[src/rtl/bnn_act_packer_if.sv]
// Handshake bundle for the binary activation packer: neuron-side bit stream in,
// consumer-side word stream out, plus FIFO status.
interface bnn_act_packer_if #(
  parameter int WIDTH = 8,
  parameter int DEPTH = 4
);
  localparam int CW = $clog2(DEPTH) + 1;

  logic             bit_in;
  logic             bit_valid;
  logic             flush;
  logic [WIDTH-1:0] out_data;
  logic             out_valid;
  logic             out_ready;
  logic [CW-1:0]    fifo_count;
  logic             overflow;

  modport master (
    output bit_in, bit_valid, flush, out_ready,
    input  out_data, out_valid, fifo_count, overflow
  );

  modport slave (
    input  bit_in, bit_valid, flush, out_ready,
    output out_data, out_valid, fifo_count, overflow
  );
endinterface

[src/rtl/bnn_act_packer.sv]
// Packs a stream of binary activations LSB-first into WIDTH-bit words and
// queues them in a first-word-fall-through FIFO with a sticky overflow flag.
module bnn_act_packer #(
  parameter int WIDTH = 8,
  parameter int DEPTH = 4
) (
  input logic              clk,
  input logic              rst,
  bnn_act_packer_if.slave  bus
);
  localparam int IW = (WIDTH > 1) ? $clog2(WIDTH) : 1;
  localparam int PW = (DEPTH > 1) ? $clog2(DEPTH) : 1;
  localparam int CW = $clog2(DEPTH) + 1;

  logic [IW-1:0]    idx_q, idx_d;
  logic [WIDTH-1:0] word_q, word_d;
  logic [PW-1:0]    wr_ptr_q, wr_ptr_d;
  logic [PW-1:0]    rd_ptr_q, rd_ptr_d;
  logic [CW-1:0]    count_q, count_d;
  logic             overflow_q, overflow_d;
  logic [WIDTH-1:0] mem_q [DEPTH];

  logic [WIDTH-1:0] packed_word;
  logic             push, pop, full, push_ok, out_valid;

  assign out_valid = (count_q != '0);

  always_comb begin
    packed_word = word_q;
    if (bus.bit_valid) packed_word[idx_q] = bus.bit_in;

    // A flush folds into the same push as a completing bit, so at most one word per cycle
    push    = (bus.bit_valid && (idx_q == IW'(WIDTH - 1)))
            || (bus.flush && (bus.bit_valid || (idx_q != '0)));
    pop     = out_valid && bus.out_ready;
    full    = (count_q == CW'(DEPTH));
    push_ok = push && (!full || pop);

    idx_d  = idx_q;
    word_d = word_q;
    if (push) begin
      idx_d  = '0;
      word_d = '0;
    end else if (bus.bit_valid) begin
      idx_d  = idx_q + IW'(1);
      word_d = packed_word;
    end

    wr_ptr_d   = push_ok ? wr_ptr_q + PW'(1) : wr_ptr_q;
    rd_ptr_d   = pop ? rd_ptr_q + PW'(1) : rd_ptr_q;
    count_d    = count_q + CW'(push_ok) - CW'(pop);
    overflow_d = overflow_q | (push && !push_ok);
  end

  always_ff @(posedge clk or posedge rst) begin
    if (rst) begin
      idx_q      <= '0;
      word_q     <= '0;
      wr_ptr_q   <= '0;
      rd_ptr_q   <= '0;
      count_q    <= '0;
      overflow_q <= 1'b0;
    end else begin
      idx_q      <= idx_d;
      word_q     <= word_d;
      wr_ptr_q   <= wr_ptr_d;
      rd_ptr_q   <= rd_ptr_d;
      count_q    <= count_d;
      overflow_q <= overflow_d;
    end
  end

  // Storage is left unreset; out_data is masked whenever the FIFO is empty
  always_ff @(posedge clk) begin
    if (push_ok) mem_q[wr_ptr_q] <= packed_word;
  end

  assign bus.out_valid  = out_valid;
  assign bus.out_data   = out_valid ? mem_q[rd_ptr_q] : '0;
  assign bus.fifo_count = count_q;
  assign bus.overflow   = overflow_q;
endmodule

[src/flat_wrapper.sv]
// flat-port wrapper written by rule: the top's interface ports become plain ports
module bnn_act_packer_flat 
#(
  parameter int WIDTH = 8,
  parameter int DEPTH = 4
)
  (clk, rst, bus_bit_in, bus_bit_valid, bus_flush, bus_out_ready, bus_out_data, bus_out_valid, bus_fifo_count, bus_overflow);
  bnn_act_packer_if #(.WIDTH(WIDTH), .DEPTH(DEPTH)) bus_i ();
  input logic clk;
  input logic rst;
  input wire logic [$bits(bus_i.bit_in)-1:0] bus_bit_in;
  input wire logic [$bits(bus_i.bit_valid)-1:0] bus_bit_valid;
  input wire logic [$bits(bus_i.flush)-1:0] bus_flush;
  input wire logic [$bits(bus_i.out_ready)-1:0] bus_out_ready;
  output wire logic [$bits(bus_i.out_data)-1:0] bus_out_data;
  output wire logic [$bits(bus_i.out_valid)-1:0] bus_out_valid;
  output wire logic [$bits(bus_i.fifo_count)-1:0] bus_fifo_count;
  output wire logic [$bits(bus_i.overflow)-1:0] bus_overflow;
  assign bus_i.bit_in = bus_bit_in;
  assign bus_i.bit_valid = bus_bit_valid;
  assign bus_i.flush = bus_flush;
  assign bus_i.out_ready = bus_out_ready;
  assign bus_out_data = bus_i.out_data;
  assign bus_out_valid = bus_i.out_valid;
  assign bus_fifo_count = bus_i.fifo_count;
  assign bus_overflow = bus_i.overflow;
  bnn_act_packer #(.WIDTH(WIDTH), .DEPTH(DEPTH)) u_core (.clk(clk), .rst(rst), .bus(bus_i));
endmodule
[config.mk]
export PLATFORM = sky130hd
export DESIGN_NAME = bnn_act_packer_flat
export DESIGN_NICKNAME = d
export VERILOG_FILES = /design/src/rtl/bnn_act_packer_if.sv /design/src/rtl/bnn_act_packer.sv /design/src/flat_wrapper.sv
export SDC_FILE = /design/constraint.sdc
export NUM_CORES = 1
export LEC_CHECK = 0
export CAP_MARGIN = 0
export CORE_ASPECT_RATIO = 1.5
export CORE_MARGIN = 1
export CORE_UTILIZATION = 45
export CTS_BUF_LIST = sky130_fd_sc_hd__clkbuf_8
export DETAILED_ROUTE_END_ITERATION = 6
export PLACE_DENSITY = 0.66
export REMOVE_ABC_BUFFERS = 1
export SKIP_CTS_REPAIR_TIMING = 1
export SYNTH_ARGS = -nofsm -noshare
export SYNTH_HDL_FRONTEND = slang
export SYNTH_SLANG_ARGS = --single-unit
export TNS_END_PERCENT = 50
[constraint.sdc]
create_clock -name clk -period 3.3 [get_ports clk]
set_input_delay 0.66 -clock clk [delete_from_list [all_inputs] [get_ports clk]]
set_output_delay 0.66 -clock clk [all_outputs]
set_load 0.02 [all_outputs]
### Yosys cells after proc, flatten, opt, wreduce, memory -nomap -nowiden

Memories as Yosys holds them, arrays and structs flattened.
Cells that the tools add are included.

| storage, ports and cells | value |
|---|---|
| register bits after elaboration | 19 |
| word-level logic and storage cells | 42 |
| bits in writable memories | 32 |
| output and inout port bits | 13 |
| bits in latches | 0 |
| bits in read-only memories | 0 |
| memories kept | 1 |
| input bits | 6 |

Memories:

| name | depth | width | rd ports | clocked after memory_dff | wr ports | line | text |
|---|---|---|---|---|---|---|---|
| u_core.mem_q | 4 | 8 | 1 | 0 | 1 | bnn_act_packer.sv:21 | `logic [WIDTH-1:0] mem_q [DEPTH];` |

| cells by class | value |
|---|---|
| multiplexer cells | 11 |
| order comparisons | 2 |
| divide/modulo/power cells | 0 |
| shift-type cells | 0 |
| multiply operators | 0 |
| equality and inequality tests | 2 |
| add/subtract/negate cells | 5 |
| reductions and logical operators | 14 |
| bitwise gates (word level) | 1 |

Operator list:

| cell | count |
|---|---|
| 8-bit 2-to-1 mux | 4 |
| 8-bit bitwise mux | 1 |
| 3-bit == test (second input constant) | 2 |
| 1-bit logical AND | 6 |
| 3-bit 2-to-1 mux | 2 |
| 3-bit nonzero test | 2 |
| 2-bit by 1-bit adder with 2-bit output (second input constant) | 2 |
| 3-bit by 4-bit less-than comparator with 1-bit output (second input constant) | 1 |
| 3-bit by 1-bit adder with 3-bit output | 1 |
| 3-bit by 1-bit adder with 3-bit output (second input constant) | 1 |
| 1-bit demux with 3-bit select | 1 |
| 3-bit by 1-bit >= comparator with 1-bit output (second input constant) | 1 |
| 1-bit logical OR | 3 |
| 1-bit 2-to-1 mux | 3 |
| 3-bit by 1-bit subtractor with 3-bit output | 1 |
| 1-bit zero test | 2 |
| 2-bit nonzero test | 1 |
| 1-bit bitwise OR | 1 |

### Logic depth before layout (Yosys ltp)

Gate-level depths: netlist (run 1).

| logic depth | value |
|---|---|
| depth after elaboration | 8 |
| depth in mapped cells | 11 |
| gate-level depth less buffers | 10 |

### Worst setup path after synthesis (run 1)

No wires, ideal clock.

| path | value |
|---|---|
| path type | flip-flop to flip-flop |
| from | reg u_core.count_q[1], in the netlist u_core.bus.fifo_count[1] |
| to | reg u_core.count_q[2], in the netlist u_core.bus.fifo_count[2] |
| buffers on the path | 1 |
| setup time | 133 ps |
| clock period less this slack | 2583 ps |
| stages on the path, launching flop included | 11 |
| arrival time | 2450 ps |
| data required time | 3167 ps |
| setup slack | 717 ps |
| cell sequence | dfrtp_1 > or3_1 > clkbuf_1 > and2_1 > ha_1 > inv_1 > ha_1 > inv_1 > fa_1 > xnor2_1 > xnor2_1 |

| on the way | value |
|---|---|
| word-level cells in the longest chain between the ends | 6 |
| elaborated cells between the ends (all ways) | 8 |
| classes of those cells | add/sub: 2; eq/ne: 1; reduce/logical: 5 |

RTL lines:

| what | line | text |
|---|---|---|
| start, declared | bnn_act_packer.sv:19 | `logic [CW-1:0] count_q, count_d;` |
| start signal, assigned | bnn_act_packer.sv:68 | `count_q <= count_d;` |
| 3-bit nonzero test * | bnn_act_packer.sv:26 | `assign out_valid = (count_q != '0);` |
| net bus_out_valid | flat_wrapper.sv:16 | `output wire logic [$bits(bus_i.out_valid)-1:0] bus_out_valid;` |
| 1-bit logical AND * | bnn_act_packer.sv:35 | `pop = out_valid && bus.out_ready;` |
| net u_core.pop | bnn_act_packer.sv:24 | `logic push, pop, full, push_ok, out_valid;` |
| 1-bit logical OR | bnn_act_packer.sv:37 | `push_ok = push && (!full \|\| pop);` |
| 1-bit logical AND | bnn_act_packer.sv:37 |  |
| 3-bit by 1-bit adder with 3-bit output | bnn_act_packer.sv:51 | `count_d = count_q + CW'(push_ok) - CW'(pop);` |
| 3-bit by 1-bit subtractor with 3-bit output * | bnn_act_packer.sv:51 |  |
| net u_core.count_d[2] | bnn_act_packer.sv:19 |  |

The timed path passes the listed nets; every way through them passes the cells marked *.
A chain may end at the register's enable or synchronous reset.

### Worst setup path in the final report (run 1)

| path | value |
|---|---|
| from | reg u_core.rd_ptr_q[0] |
| to | out bus_out_data[6] |

| on the way | value |
|---|---|
| word-level cells in the longest chain between the ends | 2 |

RTL lines:

| what | line | text |
|---|---|---|
| start, declared | bnn_act_packer.sv:18 | `logic [PW-1:0] rd_ptr_q, rd_ptr_d;` |
| start signal, assigned | bnn_act_packer.sv:67 | `rd_ptr_q <= rd_ptr_d;` |
| memory read 4 x 8 bit | - |  |
| 8-bit 2-to-1 mux | bnn_act_packer.sv:79 | `assign bus.out_data = out_valid ? mem_q[rd_ptr_q] : '0;` |
| end, declared | flat_wrapper.sv:15 | `output wire logic [$bits(bus_i.out_data)-1:0] bus_out_data;` |

Every way passes these cells.

==> results by group, run 1 <==
Logic synthesis
  – Synth top cells by count: edfxtp_1 (32), dfrtp_1 (19), and2_1 (13), ha_1 (9)
  – Yosys reg bits: 51
  – Dominant synthesized flop cell: edfxtp_1
  – Main area contributors after synthesis: edfxtp_1 (42%), dfrtp_1 (21%), mux4_2 (7.8%), ha_1 (4.9%), mux2_2 (3.9%)
  – Warnings from Yosys: 0
  – Synth Instances: 147
  – Yosys top cell by area: edfxtp_1
  – Cell area after synthesis: 2300 sq um
  – Sequential area share after synthesis: 62.3%
  – Post-synth EDFFs: 32
  – Post-synth ARST share: 37.3%
  – Most common cell in the netlist: edfxtp_1
  – Yosys top cell area share: 41.7%
  – Avg Synthesized Cell Area: 15.7 sq um
  – Synth cell types: 32

GRT
  – Initial antenna violation count: 0
  – Largest net degree at the start of global routing: 20
  – Vias in the first global route: 1335
  – Grt total ovfl: 0
  – Total Routing Usage GR: 16.6%
  – First-pass GRT wire length: 6380 microns

Flow run
  – Max capacitance violation total: 0

CTS
  – CTS buffer count: 5
  – CTS tree: yes
  – Clock buffer depth: 2
  – CTS Root Cell: clkbuf_8
  – Clk sinks: 51
  – H-tree level count: 2
  – CTS clk-pin slew, worst paths: 0.09 ns
  – Clk_lat worst skew: 0.30 ns

Worst setup path
  – Crit-path cells: mux4_2, and2_1, clkdlybuf4s50_1
  – Worst EP required: 2.64 ns
  – Worst reg-to-reg setup slack: 0.79 ns
  – Cell with the largest stage delay on the worst path: dfrtp_1
  – Critical R2R Launch: u_core.bus.fifo_count[1]$_DFF_PP0_
  – CP Max Fanout: 10
  – Top Family by Delay on Critical Path: flip-flops
  – Critical path buffer and inverter count: 1
  – Crit path depth: 3
  – Crit path DAT: 2.29 ns
  – Worst-case reg-to-reg path depth: 9
  – Critical Path Source Type: flop
  – CP Capture Type: output pin
  – Critical Path Source: u_core.rd_ptr_q[0]$_DFFE_PP0P_
  – Critical path class: flop to output pin
  – Critical path's largest stage delay: 0.72 ns
  – Reg2reg end: u_core.bus.fifo_count[2]$_DFF_PP0_
  – Setup crit end: bus_out_data[6]

Drt
  – Iter 0 DRT Violations: 36
  – Post-DRT Antenna Nets: 0
  – Vias per cell: 5.39
  – DR WL/cell: 16.6 microns
  – WL final: 3880 microns
  – Via count: 1256
  – First-pass DRT Iterations: 4
  – Residual DRC: 0

Placed design
  – I/O Buffers: 18
  – Worst slack at placement: 0.591 ns
  – RePlAce Congestion: 0.777
  – Final HPWL DP: 2760 microns

STA
  – Fin crit period: 2.95 ns
  – Pins over their slew limit: 0
  – Hold Slack: 0.465 ns
  – Finish-stage setup viols: 0
  – RSZ-0062 raised after global routing: false
  – Final period utilization: 89.5%
  – Slew HR: 50.4%
  – Setup TNS: 0 ns
  – Final hold vios: 0
  – Clock Skews: 0.0101 ns
  – Fmax: 0.339 GHz
  – Setup WS post-layout: 0.347 ns
  – Slew @ Worst Pin: 0.743 ns

Final layout
  – Number of fill cells: 432
  – Total Nets Final: 182
  – Share of cells above drive strength 1: 19.2%
  – Synth-to-Final Area Change: 15.1%
  – # diodes: 0

Floorplanning
  – Initial Utilization: 47.2%
  – Num ports: 19
  – Cell Rows: 31
  – Total core area: 4890 sq um
  – Die outline width: 60.4 microns
  – Die Span Y: 89.7 microns
  – Die area: 5420 sq um

Worst hold path
  – HP Class: flop to flop
  – Hold Startpoint: u_core.bus.overflow$_DFF_PP0_

Power and ir drop
  – Peak VDD IR: 0.000337 V
  – Leakage Power: 1.02 nW
  – Power per cell area: 810 nW/um^2

Status
  – Status: finished clean
## registers in the layout (all words and copies together), names as in the netlist
signal / count
u_core.bus.fifo_count: 3
u_core.bus.overflow: 1
u_core.idx_q: 3
u_core.mem_q: 32
u_core.rd_ptr_q: 2
u_core.word_q: 8
u_core.wr_ptr_q: 2
## metal layers
layer / routed length [microns] / global-route usage, % / up-vias
li1: - / - / 580
met1: 1590 / 18.6 / 653
met2: 2140 / 29.9 / 19
met3: 100 / 3.01 / 4
met4: 44 / 7.85 / 0
met5: 0 / 0 / -
## where the power goes
group | internal [W] | switching [W] | leakage, nW
registers | 0.000807 | 0.000128 | 0.545
clock network | 0.000223 | 0.000197 | 0.0556
logic | 0.000427 | 0.000368 | 0.421
total | 0.00146 | 0.000693 | 1.02
## cells by family after synthesis
group,share of synthesized area (%)
adders and majority gates,5.75
and+or+nand+nor,8.96
buffers and inverters,3.58
muxes,12.4
DFF,62.3
xor gates and xnor gates,2.28
AOI/OAI and AO/OA,4.72
## metrics by stage
stage / cells / power [W] / util [%] / cell area (sq um)
floorplan: 138 / 0.00143 / - / 2260
global placement: 225 / 0.00172 / 52.0 / 2540
detailed placement: 225 / 0.00176 / 52.0 / 2540
CTS: 233 / 0.00218 / 54.3 / 2650
global route: 233 / 0.00228 / 54.3 / 2650
finish: 233 / 0.00215 / 54.3 / 2650
## cell usage in the layout (no fill, tap or decap), types with 5 or more instances in the layout
| master | instances |
|---|---|
| edfxtp_1 | 32 |
| dfrtp_1 | 19 |
| xnor2_1 | 5 |
| clkbuf_8 | 5 |
| mux2_2 | 8 |
| inv_1 | 9 |
| a32o_1 | 8 |
| ha_1 | 9 |
| clkdlybuf4s50_1 | 18 |
| mux4_2 | 8 |
| and2_1 | 13 |
## worst reg2reg max path, cell delays in order (launching register included)
cell and delay (ns):
dfrtp_1 0.45, or3_1 0.54, and2_1 0.26, ha_1 0.28, inv_1 0.05, ha_1 0.13
inv_1 0.05, fa_1 0.37, xnor2_1 0.17, xnor2_1 0.14
## how the worst min path moves through the flow
| stage | end | cells after the start |
|---|---|---|
| detailed placement | u_core.bus.overflow$_DFF_PP0_ | 1 |
| floorplan | u_core.word_q[7]$_DFFE_PP0P_ | 1 |
| finish | u_core.bus.overflow$_DFF_PP0_ | 1 |
| global route | u_core.bus.overflow$_DFF_PP0_ | 1 |
| global placement | u_core.bus.overflow$_DFF_PP0_ | 1 |
| CTS | u_core.bus.overflow$_DFF_PP0_ | 1 |
## cell type report
type                    count  area [sq um]  area share, %
clock buffers               5          68.8           2.59
clock inverters             3          41.3           1.56
inverters                   9          36.3           1.37
multi-input cells          78           786           29.6
flip-flops and latches     51          1440           54.1
well taps                  66          82.6           3.11
repair buffers             21           203           7.64
Note: power is estimated with default switching activity, not from simulation.
==> run 2: changes to the inputs <==
Settings changed: PLACE_DENSITY 0.66 to 0.69.
Clock period 3.3 ns to 2.4 ns, I/O delays scaled along.
==> run 2 against run 1 <==
Compared with the run above: combinational power is 52% higher; register-to-register slack worse by 0.61 ns; design area up 2.7%; routed wire length is 2.7% higher; hold slack better by 0.020 ns; global-route usage up 0.27 points; count of clock-buffer cells in the layout unchanged; sequential power increased by 32%.
==> results by group, run 2 (synthesized netlist as in run 1, its figures left out) <==
Flow run
  – Max capacitance violation total: 0

Power and ir drop
  – Switching share of total power: 33.4%
  – Combinational Power Share: 41.3%
  – Internal power: 0.00195 W
  – Switching power: 0.000978 W
  – Overall Power: 0.00293 W
  – Leakage Power: 1.14 nW
  – Clock Power Share: 16.6%
  – Flop pwr share: 42.0%
  – Peak VDD IR: 0.000347 V
  – Power per cell area: 1070 nW/um^2

GRT
  – Initial antenna violation count: 0
  – Total Routing Usage GR: 16.9%
  – First-pass GRT wire length: 6410 microns
  – Vias in the first global route: 1338
  – Largest net degree at the start of global routing: 20
  – Grt total ovfl: 0

STA
  – Setup WS post-layout: 0.138 ns
  – RSZ-0062 raised after global routing: false
  – Final hold vios: 0
  – Slew HR: 50.7%
  – Fin crit period: 2.26 ns
  – Slew @ Worst Pin: 0.739 ns
  – Fmax: 0.442 GHz
  – Pins over their slew limit: 0
  – Finish-stage setup viols: 0
  – Final period utilization: 94.2%
  – Clock Skews: 0.00692 ns

CTS
  – CTS Root Cell: clkbuf_8
  – Clock buffer depth: 2
  – CTS clk-pin slew, worst paths: 0.09 ns
  – H-tree level count: 2
  – CTS tree: yes
  – CTS buffer count: 5
  – Clk sinks: 51
  – Clk_lat worst skew: 0.30 ns

Drt
  – Wire length on met1: 1560 microns
  – Iter 0 DRT Violations: 34
  – Residual DRC: 0
  – First-pass DRT Iterations: 4
  – Wire length on met2: 2230 microns
  – Vias per cell: 5.31
  – DR WL/cell: 16.5 microns
  – WL met3: 119 microns
  – Post-DRT Antenna Nets: 0
  – Via count: 1280
  – WL final: 3980 microns
  – Top Layer Used: met4

Worst setup path
  – Cell with the largest stage delay on the worst path: clkdlybuf4s50_1
  – Critical Path Source: u_core.bus.fifo_count[0]$_DFF_PP0_
  – Critical Path Source Type: flop
  – CP Max Fanout: 9
  – Crit path DAT: 1.78 ns
  – Crit-path cells: or3_1, buf_4, clkdlybuf4s50_1
  – Critical R2R Launch: u_core.bus.fifo_count[0]$_DFF_PP0_
  – Worst EP required: 1.92 ns
  – Worst reg-to-reg setup slack: 0.18 ns
  – Setup crit end: bus_out_valid
  – Critical path's largest stage delay: 0.54 ns
  – Critical path class: flop to output pin
  – CP Capture Type: output pin
  – Worst-case reg-to-reg path depth: 9
  – Reg2reg end: u_core.bus.fifo_count[2]$_DFF_PP0_

Placed design
  – Worst slack at placement: 0.00354 ns
  – I/O Buffers: 18
  – RePlAce Congestion: 0.774
  – Placed instance count: 233
  – Final HPWL DP: 2860 microns

Final layout
  – Max reg flops: 32
  – # diodes: 0
  – Total Nets Final: 190
  – Largest regs: u_core.mem_q: 32 flops, u_core.word_q: 8 flops
  – Synth-to-Final Area Change: 18.2%
  – Reg with most FFs: u_core.mem_q
  – Share of cells above drive strength 1: 22.9%
  – Non-filler instance count after layout: 241
  – Commonest non-fill, non-tap cells in the layout: edfxtp_1 (32), dfrtp_1 (19), and2_1 (13), clkdlybuf4s50_1 (10), buf_4 (10)
  – Most common cell after layout, fill and taps aside: edfxtp_1

Floorplanning
  – Initial Utilization: 47.2%
  – Num ports: 19
  – Total core area: 4890 sq um
  – Die Span Y: 89.7 microns
  – Cell Rows: 31
  – Die area: 5420 sq um
  – Die outline width: 60.4 microns

Status
  – Status: finished clean

Worst hold path
  – HP Class: flop to flop
run 2: power by group through the flow:
stage | sequential [W] | combinational (W) | clock (W)
6_report | 0.00123 | 0.00121 | 0.000487
5_1_grt | 0.00125 | 0.00133 | 0.000540
4_1_cts | 0.00123 | 0.00125 | 0.000505
3_5_place_dp | 0.00125 | 0.00125 | 0
3_3_place_gp | 0.00124 | 0.00122 | 0
2_1_floorplan | 0.00130 | 0.000662 | 0
run 2: worst min-delay path by stage:
stage | startpoint | end | slack [ns] | cells past startpoint
global route | u_core.bus.overflow$_DFF_PP0_ | u_core.bus.overflow$_DFF_PP0_ | 0.52 | 1
CTS | u_core.bus.overflow$_DFF_PP0_ | u_core.bus.overflow$_DFF_PP0_ | 0.50 | 1
detailed placement | u_core.bus.overflow$_DFF_PP0_ | u_core.bus.overflow$_DFF_PP0_ | 0.48 | 1
finish | u_core.bus.overflow$_DFF_PP0_ | u_core.bus.overflow$_DFF_PP0_ | 0.48 | 1
global placement | u_core.bus.overflow$_DFF_PP0_ | u_core.bus.overflow$_DFF_PP0_ | 0.46 | 1
floorplan | rst | u_core.bus.fifo_count[0]$_DFF_PP0_ | 0.43 | 1
run 2: worst max-delay path: cells and delay by family (launching register included):
family / cells / cell delay, ns
buffers and inverters: 2 / 0.71
DFF: 1 / 0.41
and+or+nand+nor: 1 / 0.36
run 2: final cells by class:
| cell class | count | area, sq um |
|---|---|---|
| clock buffers | 5 | 68.8 |
| clock inverters | 3 | 20.0 |
| fillers | 429 | 2160 |
| inverters | 9 | 36.3 |
| multi-input cells | 78 | 786 |
| flip-flops and latches | 51 | 1440 |
| well taps | 66 | 82.6 |
| repair buffers | 29 | 295 |
run 2: through the flow:
stage / hold slack [ns] / area, sq um / setup TNS, ns / util (%)
2_1_floorplan: 0.431 / 2260 / -0.139 / -
3_3_place_gp: 0.463 / 2620 / 0 / 53.5
3_5_place_dp: 0.476 / 2620 / 0 / 53.5
4_1_cts: 0.498 / 2710 / -0.963 / 55.4
5_1_grt: 0.520 / 2730 / 0 / 55.8
6_report: 0.485 / 2730 / 0 / 55.8
run 2: layer usage:
metal / vias to the layer above / global-route usage, %
li1: 595 / -
met1: 651 / 18.5
met2: 26 / 30.2
met3: 8 / 3.58
met4: 0 / 8.47
met5: - / 0
